===== src/rtl/ififo_feeder_if.sv =====
// Bus bundle between the input-FIFO feeder, the activation SRAM,
// the input FIFO bank and the job controller.
interface ififo_feeder_if #(
  parameter int col    = 8,
  parameter int bw     = 4,
  parameter int addr_w = 11
);
  logic              start;
  logic [addr_w-1:0] base_addr;
  logic [6:0]        num_rows;
  logic              sram_cen;
  logic [addr_w-1:0] sram_addr;
  logic [col*bw-1:0] sram_q;
  logic [col*bw-1:0] fifo_in;
  logic              fifo_wr;
  logic              fifo_full;
  logic              fifo_rd;
  logic              busy;
  logic              done;

  modport master (
    input  start, base_addr, num_rows,
    input  sram_q, fifo_full,
    output sram_cen, sram_addr,
    output fifo_in, fifo_wr, fifo_rd,
    output busy, done
  );

  modport slave (
    output start, base_addr, num_rows,
    output sram_q, fifo_full,
    input  sram_cen, sram_addr,
    input  fifo_in, fifo_wr, fifo_rd,
    input  busy, done
  );
endinterface


===== src/rtl/ififo_feeder.sv =====
// Loads activation rows from SRAM into the input FIFO bank,
// then streams them out to the MAC array and signals completion.
module ififo_feeder #(
  parameter int col    = 8,
  parameter int bw     = 4,
  parameter int addr_w = 11,
  parameter int depth  = 64
) (
  input logic          clk,
  input logic          reset,
  ififo_feeder_if.master bus
);
  localparam int DW = col * bw;
  localparam int MX = (depth > col) ? depth : col;
  localparam int CW = $clog2(MX + 1);
  localparam logic [CW-1:0] COL_M1 = CW'(col - 1);
  localparam logic [CW-1:0] ONE    = CW'(1);

  typedef enum logic [2:0] {
    IDLE, FILL, STREAM, FLUSH, DONE
  } state_t;

  state_t            state_q;
  logic [CW-1:0]     n_q;
  logic [CW-1:0]     issued_q;
  logic [CW-1:0]     written_q;
  logic [CW-1:0]     cnt_q;
  logic [addr_w-1:0] addr_q;
  logic              rvalid_q;
  logic              skid_vld_q;
  logic [DW-1:0]     skid_q;
  logic              rd_q;
  logic              done_q;
  logic              busy_q;

  logic          issue;
  logic          wr;
  logic          last_wr;
  logic [CW-1:0] n_d;

  always_comb begin
    n_d = CW'(bus.num_rows);
    if (int'(bus.num_rows) > depth) begin
      n_d = CW'(depth);
    end
    // full gates the request in the same cycle, so at most one
    // returning word can ever be stranded and the skid never overflows
    issue = (state_q == FILL) && (issued_q < n_q)
         && !bus.fifo_full && !skid_vld_q;
    wr      = (rvalid_q || skid_vld_q) && !bus.fifo_full;
    last_wr = wr && ((written_q + ONE) == n_q);
  end

  assign bus.sram_cen  = !issue;
  assign bus.sram_addr = addr_q;
  assign bus.fifo_wr   = wr;
  assign bus.fifo_in   = skid_vld_q ? skid_q : bus.sram_q;
  assign bus.fifo_rd   = rd_q;
  assign bus.busy      = busy_q;
  assign bus.done      = done_q;

  always_ff @(posedge clk or negedge reset) begin
    if (!reset) begin
      state_q    <= IDLE;
      n_q        <= '0;
      issued_q   <= '0;
      written_q  <= '0;
      cnt_q      <= '0;
      addr_q     <= '0;
      rvalid_q   <= 1'b0;
      skid_vld_q <= 1'b0;
      skid_q     <= '0;
      rd_q       <= 1'b0;
      done_q     <= 1'b0;
      busy_q     <= 1'b0;
    end else begin
      rvalid_q <= issue;
      done_q   <= 1'b0;
      if (issue) begin
        addr_q   <= addr_q + addr_w'(1);
        issued_q <= issued_q + ONE;
      end
      if (rvalid_q && bus.fifo_full) begin
        skid_vld_q <= 1'b1;
        skid_q     <= bus.sram_q;
      end else if (skid_vld_q && !bus.fifo_full) begin
        skid_vld_q <= 1'b0;
      end
      if (wr) begin
        written_q <= written_q + ONE;
      end
      unique case (state_q)
        IDLE: begin
          if (bus.start && (bus.num_rows != '0)) begin
            state_q   <= FILL;
            busy_q    <= 1'b1;
            n_q       <= n_d;
            addr_q    <= bus.base_addr;
            issued_q  <= '0;
            written_q <= '0;
            cnt_q     <= '0;
          end
        end
        FILL: begin
          if (last_wr) begin
            state_q <= STREAM;
            rd_q    <= 1'b1;
            cnt_q   <= ONE;
          end
        end
        STREAM: begin
          if (cnt_q == n_q) begin
            state_q <= FLUSH;
            rd_q    <= 1'b0;
            cnt_q   <= '0;
          end else begin
            cnt_q <= cnt_q + ONE;
          end
        end
        FLUSH: begin
          if (cnt_q == COL_M1) begin
            state_q <= DONE;
            done_q  <= 1'b1;
          end else begin
            cnt_q <= cnt_q + ONE;
          end
        end
        DONE: begin
          state_q <= IDLE;
          busy_q  <= 1'b0;
        end
        default: begin
          state_q <= IDLE;
        end
      endcase
    end
  end
endmodule

===== src/flat_wrapper.sv =====
// flat-port wrapper written by rule: the top's interface ports become plain ports
module ififo_feeder_flat 
#(
  parameter int col    = 8,
  parameter int bw     = 4,
  parameter int addr_w = 11,
  parameter int depth  = 64
)
  (clk, reset, bus_start, bus_base_addr, bus_num_rows, bus_sram_q, bus_fifo_full, bus_sram_cen, bus_sram_addr, bus_fifo_in, bus_fifo_wr, bus_fifo_rd, bus_busy, bus_done);
  ififo_feeder_if #(.col(col), .bw(bw), .addr_w(addr_w)) bus_i ();
  input logic clk;
  input logic reset;
  input wire logic [$bits(bus_i.start)-1:0] bus_start;
  input wire logic [$bits(bus_i.base_addr)-1:0] bus_base_addr;
  input wire logic [$bits(bus_i.num_rows)-1:0] bus_num_rows;
  input wire logic [$bits(bus_i.sram_q)-1:0] bus_sram_q;
  input wire logic [$bits(bus_i.fifo_full)-1:0] bus_fifo_full;
  output wire logic [$bits(bus_i.sram_cen)-1:0] bus_sram_cen;
  output wire logic [$bits(bus_i.sram_addr)-1:0] bus_sram_addr;
  output wire logic [$bits(bus_i.fifo_in)-1:0] bus_fifo_in;
  output wire logic [$bits(bus_i.fifo_wr)-1:0] bus_fifo_wr;
  output wire logic [$bits(bus_i.fifo_rd)-1:0] bus_fifo_rd;
  output wire logic [$bits(bus_i.busy)-1:0] bus_busy;
  output wire logic [$bits(bus_i.done)-1:0] bus_done;
  assign bus_i.start = bus_start;
  assign bus_i.base_addr = bus_base_addr;
  assign bus_i.num_rows = bus_num_rows;
  assign bus_i.sram_q = bus_sram_q;
  assign bus_i.fifo_full = bus_fifo_full;
  assign bus_sram_cen = bus_i.sram_cen;
  assign bus_sram_addr = bus_i.sram_addr;
  assign bus_fifo_in = bus_i.fifo_in;
  assign bus_fifo_wr = bus_i.fifo_wr;
  assign bus_fifo_rd = bus_i.fifo_rd;
  assign bus_busy = bus_i.busy;
  assign bus_done = bus_i.done;
  ififo_feeder #(.col(col), .bw(bw), .addr_w(addr_w), .depth(depth)) u_core (.clk(clk), .reset(reset), .bus(bus_i));
endmodule

===== config.mk =====
export PLATFORM = sky130hd
export DESIGN_NAME = ififo_feeder_flat
export DESIGN_NICKNAME = d
export VERILOG_FILES = /design/src/rtl/ififo_feeder_if.sv /design/src/rtl/ififo_feeder.sv /design/src/flat_wrapper.sv
export SDC_FILE = /design/constraint.sdc
export NUM_CORES = 1
export LEC_CHECK = 0
export ABC_AREA = 0
export CAP_MARGIN = 20
export CORE_ASPECT_RATIO = 1.4
export CORE_UTILIZATION = 51
export DETAILED_ROUTE_END_ITERATION = 12
export PLACE_DENSITY = 0.81
export SLEW_MARGIN = 20
export SYNTH_ARGS = -nofsm -noshare
export SYNTH_HDL_FRONTEND = slang
export SYNTH_SLANG_ARGS = --single-unit

===== constraint.sdc =====
create_clock -name clk -period 2.8 [get_ports clk]
set_clock_uncertainty 0.1 [all_clocks]
set_input_delay 0.56 -clock clk [delete_from_list [all_inputs] [get_ports clk]]
set_output_delay 0.56 -clock clk [all_outputs]
set_load 0.1 [all_outputs]

==> flow_summary.yaml, run 1 <==
outcome:
  status: "finished clean"
clock_tree:
  clkTransAtPathRegs_ps: 60
  numCtsBuffers: 9
  cts_buffer_depth: 2
  cts.sinks: 79
  htreeDepth: 3
  holdBufCountCts: 0
  clkLatencyLatePin_ps: 340
  cts_tree: "done"
  cts_root_buf: "clkbuf_16"
global_routing:
  grt-busiest-layer: "met2"
  track_usage_pct: 25.7
  met2_usage_pct: 45.8
  grt_pass1_vias: 3770
  antenna_found_initial: 0
  use_met3_pct: 5.61
  overflow: 0
  grt_pass1_wl_um: 17700
  grt_start_max_net_pins: 45
  gr-usage-met1_pct: 28.9
place:
  place_ws_ps: -50.8
  numPortBuffers: 101
  place_area_sq_um: 5950
  gp_congestion: 0.840
  dp_hpwl_um: 7900
  placedCellCount: 604
layout:
  final_nets: 584
  multiInputGateArea_sq_um: 2330
  finalNonFillerCells: 627
  n_antenna_cell: 0
  area_delta_synth_final_pct: 42.9
  final_cell_mix: "dfrtp_1, mux2_2, clkdlybuf4s50_1"
  final_common_cell: "dfrtp_1"
  final_area_sq_um: 6310
  n_fill_cell: 530
  final-seq-area_sq_um: 1980
  layout-drive-gt1-share_pct: 33.9
synth:
  yosysSeqAreaShare_pct: 44.8
  synth_edf_count: 0
  synthArstFlopShare_pct: 100
  synth_area_per_cell_sq_um: 11.1
  ys_warn_count: 0
  syn_area_sq_um: 4420
  dominantRegCellSynth: "dfrtp_1"
  synth-seq-cells: 79
  synth_nets: 462
  ys_types: 51
  synthCells: 398
worst_setup_path:
  r2r-start: "u_core.written_q[0]$_DFF_PN0_"
  start_kind: "flop"
  arrival_ps: 2120
  end_kind: "output pin"
  crit_start: "u_core.n_q[4]$_DFFE_PN0P_"
  path_max_fanout: 2
  worstPathRequired_ps: 2140
  crit_type: "reg2out"
floorplan:
  die_area_sq_um: 9040
  rows: 39
  start_util_pct: 53.2
  die_w_um: 80.6
  coreArea_sq_um: 8300
  ioPinCount: 102
  fp.dieH_um: 112
timing:
  setup_slack_ps: 22.6
  worst_slew_pin_slew_ps: 854
  finalHoldViolCount: 0
  fmaxAchievable_ghz: 0.360
  max_slew_margin_pct: 42.6
  setup_tns_ps: 0
  final-setup-viol-count: 0
  post-route-period-util_pct: 99.2
  slew_viol_final: 0
  fin_crit_ps: 2780
detailed_routing:
  final_antenna_net_count: 0
  first_pass_iters: 4
  route.detailed.drc: 0
  wl_um: 10900
  viasPerCell: 5.79
  vias: 3628
  drtIter0Drc: 174
  routedWlPerCell_um: 17.5
pwr:
  ir_drop_mv: 1.12
  leakagePower_nw: 2.67
  power.density_nw_per_um2: 1240
run:
  drv_cap: 0
hold_path:
  hold_path.class: "in2async"
## metal layers
layer,wire length (um),part of all wire [%]
met3,624,5.7
met4,342,3.1
met5,0,0
met2,5670,52
met1,4310,39
## flip-flops by register name, summed over array words and instances, names as in the netlist
register,count
u_core.bus.done,1
u_core.state_q,3
u_core.written_q,7
u_core.skid_vld_q,1
u_core.bus.fifo_rd,1
u_core.skid_q,32
u_core.bus.busy,1
u_core.rvalid_q,1
u_core.n_q,7
u_core.issued_q,7
u_core.bus.sram_addr,11
u_core.cnt_q,7
## cells in the mapped netlist, types with 2 or more instances
cell / n / share of area (%)
mux2_2: 65 / 17
buf_1: 6 / 0.51
a211oi_1: 3 / 0.51
o211ai_1: 2 / 0.34
a211o_1: 4 / 0.79
nor4_1: 2 / 0.28
a21oi_1: 13 / 1.5
and3_1: 6 / 0.85
xor2_1: 6 / 1.2
and4_1: 3 / 0.60
nor2b_1: 3 / 0.43
nand2b_1: 3 / 0.43
or3_1: 3 / 0.43
a2111oi_4: 4 / 2.5
o21ai_0: 18 / 2.0
buf_6: 2 / 0.51
nor2_1: 28 / 2.4
o21ai_1: 3 / 0.34
nor4_2: 2 / 0.57
nand3_1: 5 / 0.57
mux2i_1: 3 / 0.68
o41ai_1: 2 / 0.40
nand3b_1: 5 / 0.85
nand2_1: 28 / 2.4
inv_1: 13 / 1.1
o22a_1: 3 / 0.60
a21o_1: 4 / 0.68
nor3b_1: 2 / 0.34
clkbuf_1: 8 / 0.68
nand4_1: 9 / 1.3
or4_1: 3 / 0.51
ha_1: 10 / 2.8
a31oi_1: 2 / 0.28
dfrtp_1: 79 / 45
xnor2_1: 30 / 6.0
## logic make-up after synthesis
kind of cell / share of synthesized area (%)
fa+ha+maj: 2.83
xor+xnor: 7.14
mux: 17.3
buf+inv: 3.09
simple gates: 12.6
flops: 44.8
compound gates: 12.3
## report_power, final
group | leakage [nW] | internal (W) | switching (W)
clock | 0.142 | 0.000687 | 0.000462
combinational | 1.54 | 0.00171 | 0.00285
sequential | 0.984 | 0.00163 | 0.000472
## what timing repair did
item / in CTS / in global routing
resized for setup: 3 / 4
setup buffers: 2 / 5
pin swaps: 1 / 5
endpoints found under the setup margin: 1 / 1
## worst max-delay path, cell delays in order, from the launching register on
cell	delay, ps
dfrtp_2	410
inv_2	80
ha_4	200
a21o_1	160
a21o_1	180
a211o_1	330
a21oi_4	180
inv_2	60
buf_12	160
## per-stage QoR
stage	util, %	total power (W)	hold slack [ps]
3_3_place_gp	71.7	0.00639	369
4_1_cts	75.4	0.00775	136
3_5_place_dp	71.7	0.00654	371
2_1_floorplan	-	0.00515	164
6_report	76.1	0.00781	109
5_1_grt	76.1	0.00817	161
## worst paths after layout
check / endpoint / slack, ps / depth (start not counted)
setup / recovery: bus_sram_cen / 20 / 8
hold / removal: u_core.skid_q[11]$_DFFE_PN0P_ / 110 / 1
setup reg to reg: u_core.cnt_q[5]$_DFFE_PN0P_ / 230 / 8
hold reg to reg: u_core.bus.busy$_DFFE_PN0P_ / 380 / 2
max in group asynchronous: u_core.n_q[4]$_DFFE_PN0P_ / 1850 / 2
min in group clk: u_core.bus.busy$_DFFE_PN0P_ / 380 / 2
## cell type report
cell class	count	share of cell area (%)
Inverter	13	0.773
Timing Repair Buffer	129	24.3
Tap cell	102	2.02
Clock buffer	10	3.63
Clock inverter	6	0.971
Multi-Input combinational cell	288	36.9
Sequential cell	79	31.4
Note: power is estimated with default switching activity, not from simulation.
==> run 2: changes to the inputs <==
- PLACE_DENSITY: 0.81 -> 0.78
==> run 2 against run 1 <==
  * Die area stayed put
  * Critical path depth stayed put
  * Sequential share of layout area is 0.31 points lower
  * Worst setup slack worse by 2.5 ps
  * Fmax hardly changed
  * Non-clock buffer count is 3 higher
  * Register-to-register slack worse by 30 ps
  * Clock power is 14% higher
  * Final cell count is 0.32% higher
  * Critical path type unchanged
  * Highest routed layer unchanged
==> flow_summary.yaml, run 2 (synthesis results as in run 1) <==
worst_setup_path:
  r2r-start: "u_core.written_q[0]$_DFF_PN0_"
  max_stage_delay_ps: 400
  end_kind: "output pin"
  critPathSlowestCell: "dfrtp_1"
  start_kind: "flop"
  crit_start: "u_core.n_q[4]$_DFFE_PN0P_"
  cp.depth: 8
  crit_buf_inv: 3
  crit_family: "compound AO/OA/AOI/OAI gates"
  crit_end: "bus_sram_cen"
  arrival_ps: 2120
  reg2reg_slack_ps: 200
  rr_worst_depth: 8
  worstPathRequired_ps: 2140
  path_max_fanout: 2
  crit_type: "reg2out"
  crit_chain: "inv_2 > ha_4 > a21o_1 > a21o_1 > a211o_1 > a21oi_4 > inv_2 > buf_12"
  reg2reg_to: "u_core.cnt_q[5]$_DFFE_PN0P_"
global_routing:
  grt_pass1_vias: 3891
  overflow: 0
  antenna_found_initial: 0
  track_usage_pct: 26.2
  grt_pass1_wl_um: 18200
  grt_start_max_net_pins: 48
clock_tree:
  clkLatencyLatePin_ps: 330
  cts_buffer_depth: 2
  htreeDepth: 3
  clkTransAtPathRegs_ps: 60
  cts_tree: "done"
  cts.sinks: 79
  holdBufCountCts: 0
  numCtsBuffers: 9
  cts_root_buf: "clkbuf_16"
timing:
  final-setup-viol-count: 0
  post-route-period-util_pct: 99.3
  max_slew_margin_pct: 40.6
  setup_tns_ps: 0
  slew_viol_final: 0
  worst_slew_pin_slew_ps: 883
  fin_crit_ps: 2780
  fmaxAchievable_ghz: 0.360
  finalHoldViolCount: 0
outcome:
  status: "finished clean"
layout:
  largest-register: "u_core.skid_q"
  final_nets: 587
  area_delta_synth_final_pct: 44.3
  final_util_pct: 76.8
  layout-drive-gt1-share_pct: 33.8
  final_common_cell: "dfrtp_1"
  finalNonFillerCells: 629
  final_cell_mix: "dfrtp_1, mux2_2, clkdlybuf4s50_1"
  largest_register_ffs: 32
  n_antenna_cell: 0
floorplan:
  die_area_sq_um: 9040
  ioPinCount: 102
  coreArea_sq_um: 8300
  start_util_pct: 53.2
  die_w_um: 80.6
  fp.dieH_um: 112
  rows: 39
place:
  gp_congestion: 0.858
  dp_hpwl_um: 7960
  placedCellCount: 606
  numPortBuffers: 101
detailed_routing:
  wl_um: 11200
  vias: 3620
  final_antenna_net_count: 0
  route.detailed.drc: 0
  viasPerCell: 5.76
  drtIter0Drc: 135
  routedWlPerCell_um: 17.8
  first_pass_iters: 4
pwr:
  power.density_nw_per_um2: 1260
  leakagePower_nw: 2.70
  ir_drop_mv: 0.963
hold_path:
  hold_path.class: "in2async"
run:
  drv_cap: 0
-- run 2: changes by cell type in the layout (fill, tap and decap cells not counted), sizes merged --
| cell | previous run | this run |
|---|---|---|
| bufinv | 1 | 3 |
| buf | 77 | 80 |
| clkbuf | 10 | 11 |
| clkinvlp | 1 | 0 |
| clkinv | 4 | 1 |
-- run 2: per-stage QoR --
stage / setup WS [ps] / power (W) / hold WS, ps / instance area, sq um
4_1_cts: 4.74 / 0.00795 / 161 / 6320
5_1_grt: -39.7 / 0.00839 / 187 / 6370
3_3_place_gp: 0.969 / 0.00640 / 369 / 5960
3_5_place_dp: -78.4 / 0.00654 / 371 / 5960
2_1_floorplan: -29.8 / 0.00515 / 164 / 4420
6_report: 20.1 / 0.00802 / 145 / 6370
-- run 2: worst min-delay path by stage --
stage,startpoint,to,depth (start not counted)
after floorplan,reset,u_core.bus.busy$_DFFE_PN0P_,0
after global placement,u_core.bus.busy$_DFFE_PN0P_,u_core.bus.busy$_DFFE_PN0P_,2
after detailed placement,u_core.bus.busy$_DFFE_PN0P_,u_core.bus.busy$_DFFE_PN0P_,2
after CTS,reset,u_core.skid_q[17]$_DFFE_PN0P_,1
after global routing,reset,u_core.skid_q[11]$_DFFE_PN0P_,1
final,reset,u_core.skid_q[20]$_DFFE_PN0P_,1
-- run 2: worst reg2reg max path: stages, from the launching register on --
cell      delay, ps
dfrtp_1         440
ha_1            290
and4_1          290
nor4b_1         270
a31oi_1         100
nor4_2          400
o21bai_1        150
buf_4           160
a211o_1         280
-- run 2: layout make-up --
class                           instances  area (sq um)
Clock buffer                           11           233
Clock inverter                          4          95.1
Fill cell                             510          1930
Inverter                               13          48.8
Multi-Input combinational cell        288          2330
Sequential cell                        79          1980
Tap cell                              102           128
Timing Repair Buffer                  132          1560
-- run 2: report_power, final --
group          internal (W)  leakage (nW)  total, W  switching [W]
Clock              0.000865         0.160   0.00131       0.000444
Sequential          0.00163         0.986   0.00211       0.000473
Combinational       0.00173          1.56   0.00460        0.00287
Total               0.00423          2.70   0.00802        0.00379
-- run 2: timing repair --
action,in CTS,in global routing
endpoints found under the hold margin,0,0
gates cloned,0,0
buffers inserted,3,5
setup endpoints to repair,1,1
pin swaps,1,4
resized for setup,2,4
-- run 2: layer usage --
metal	part of all wire, %	wire [um]	track usage [%]
met2	51	5710	46.0
met1	39	4420	29.6
met5	0	0	0
met4	3.4	384	11.3
met3	6.1	687	6.50
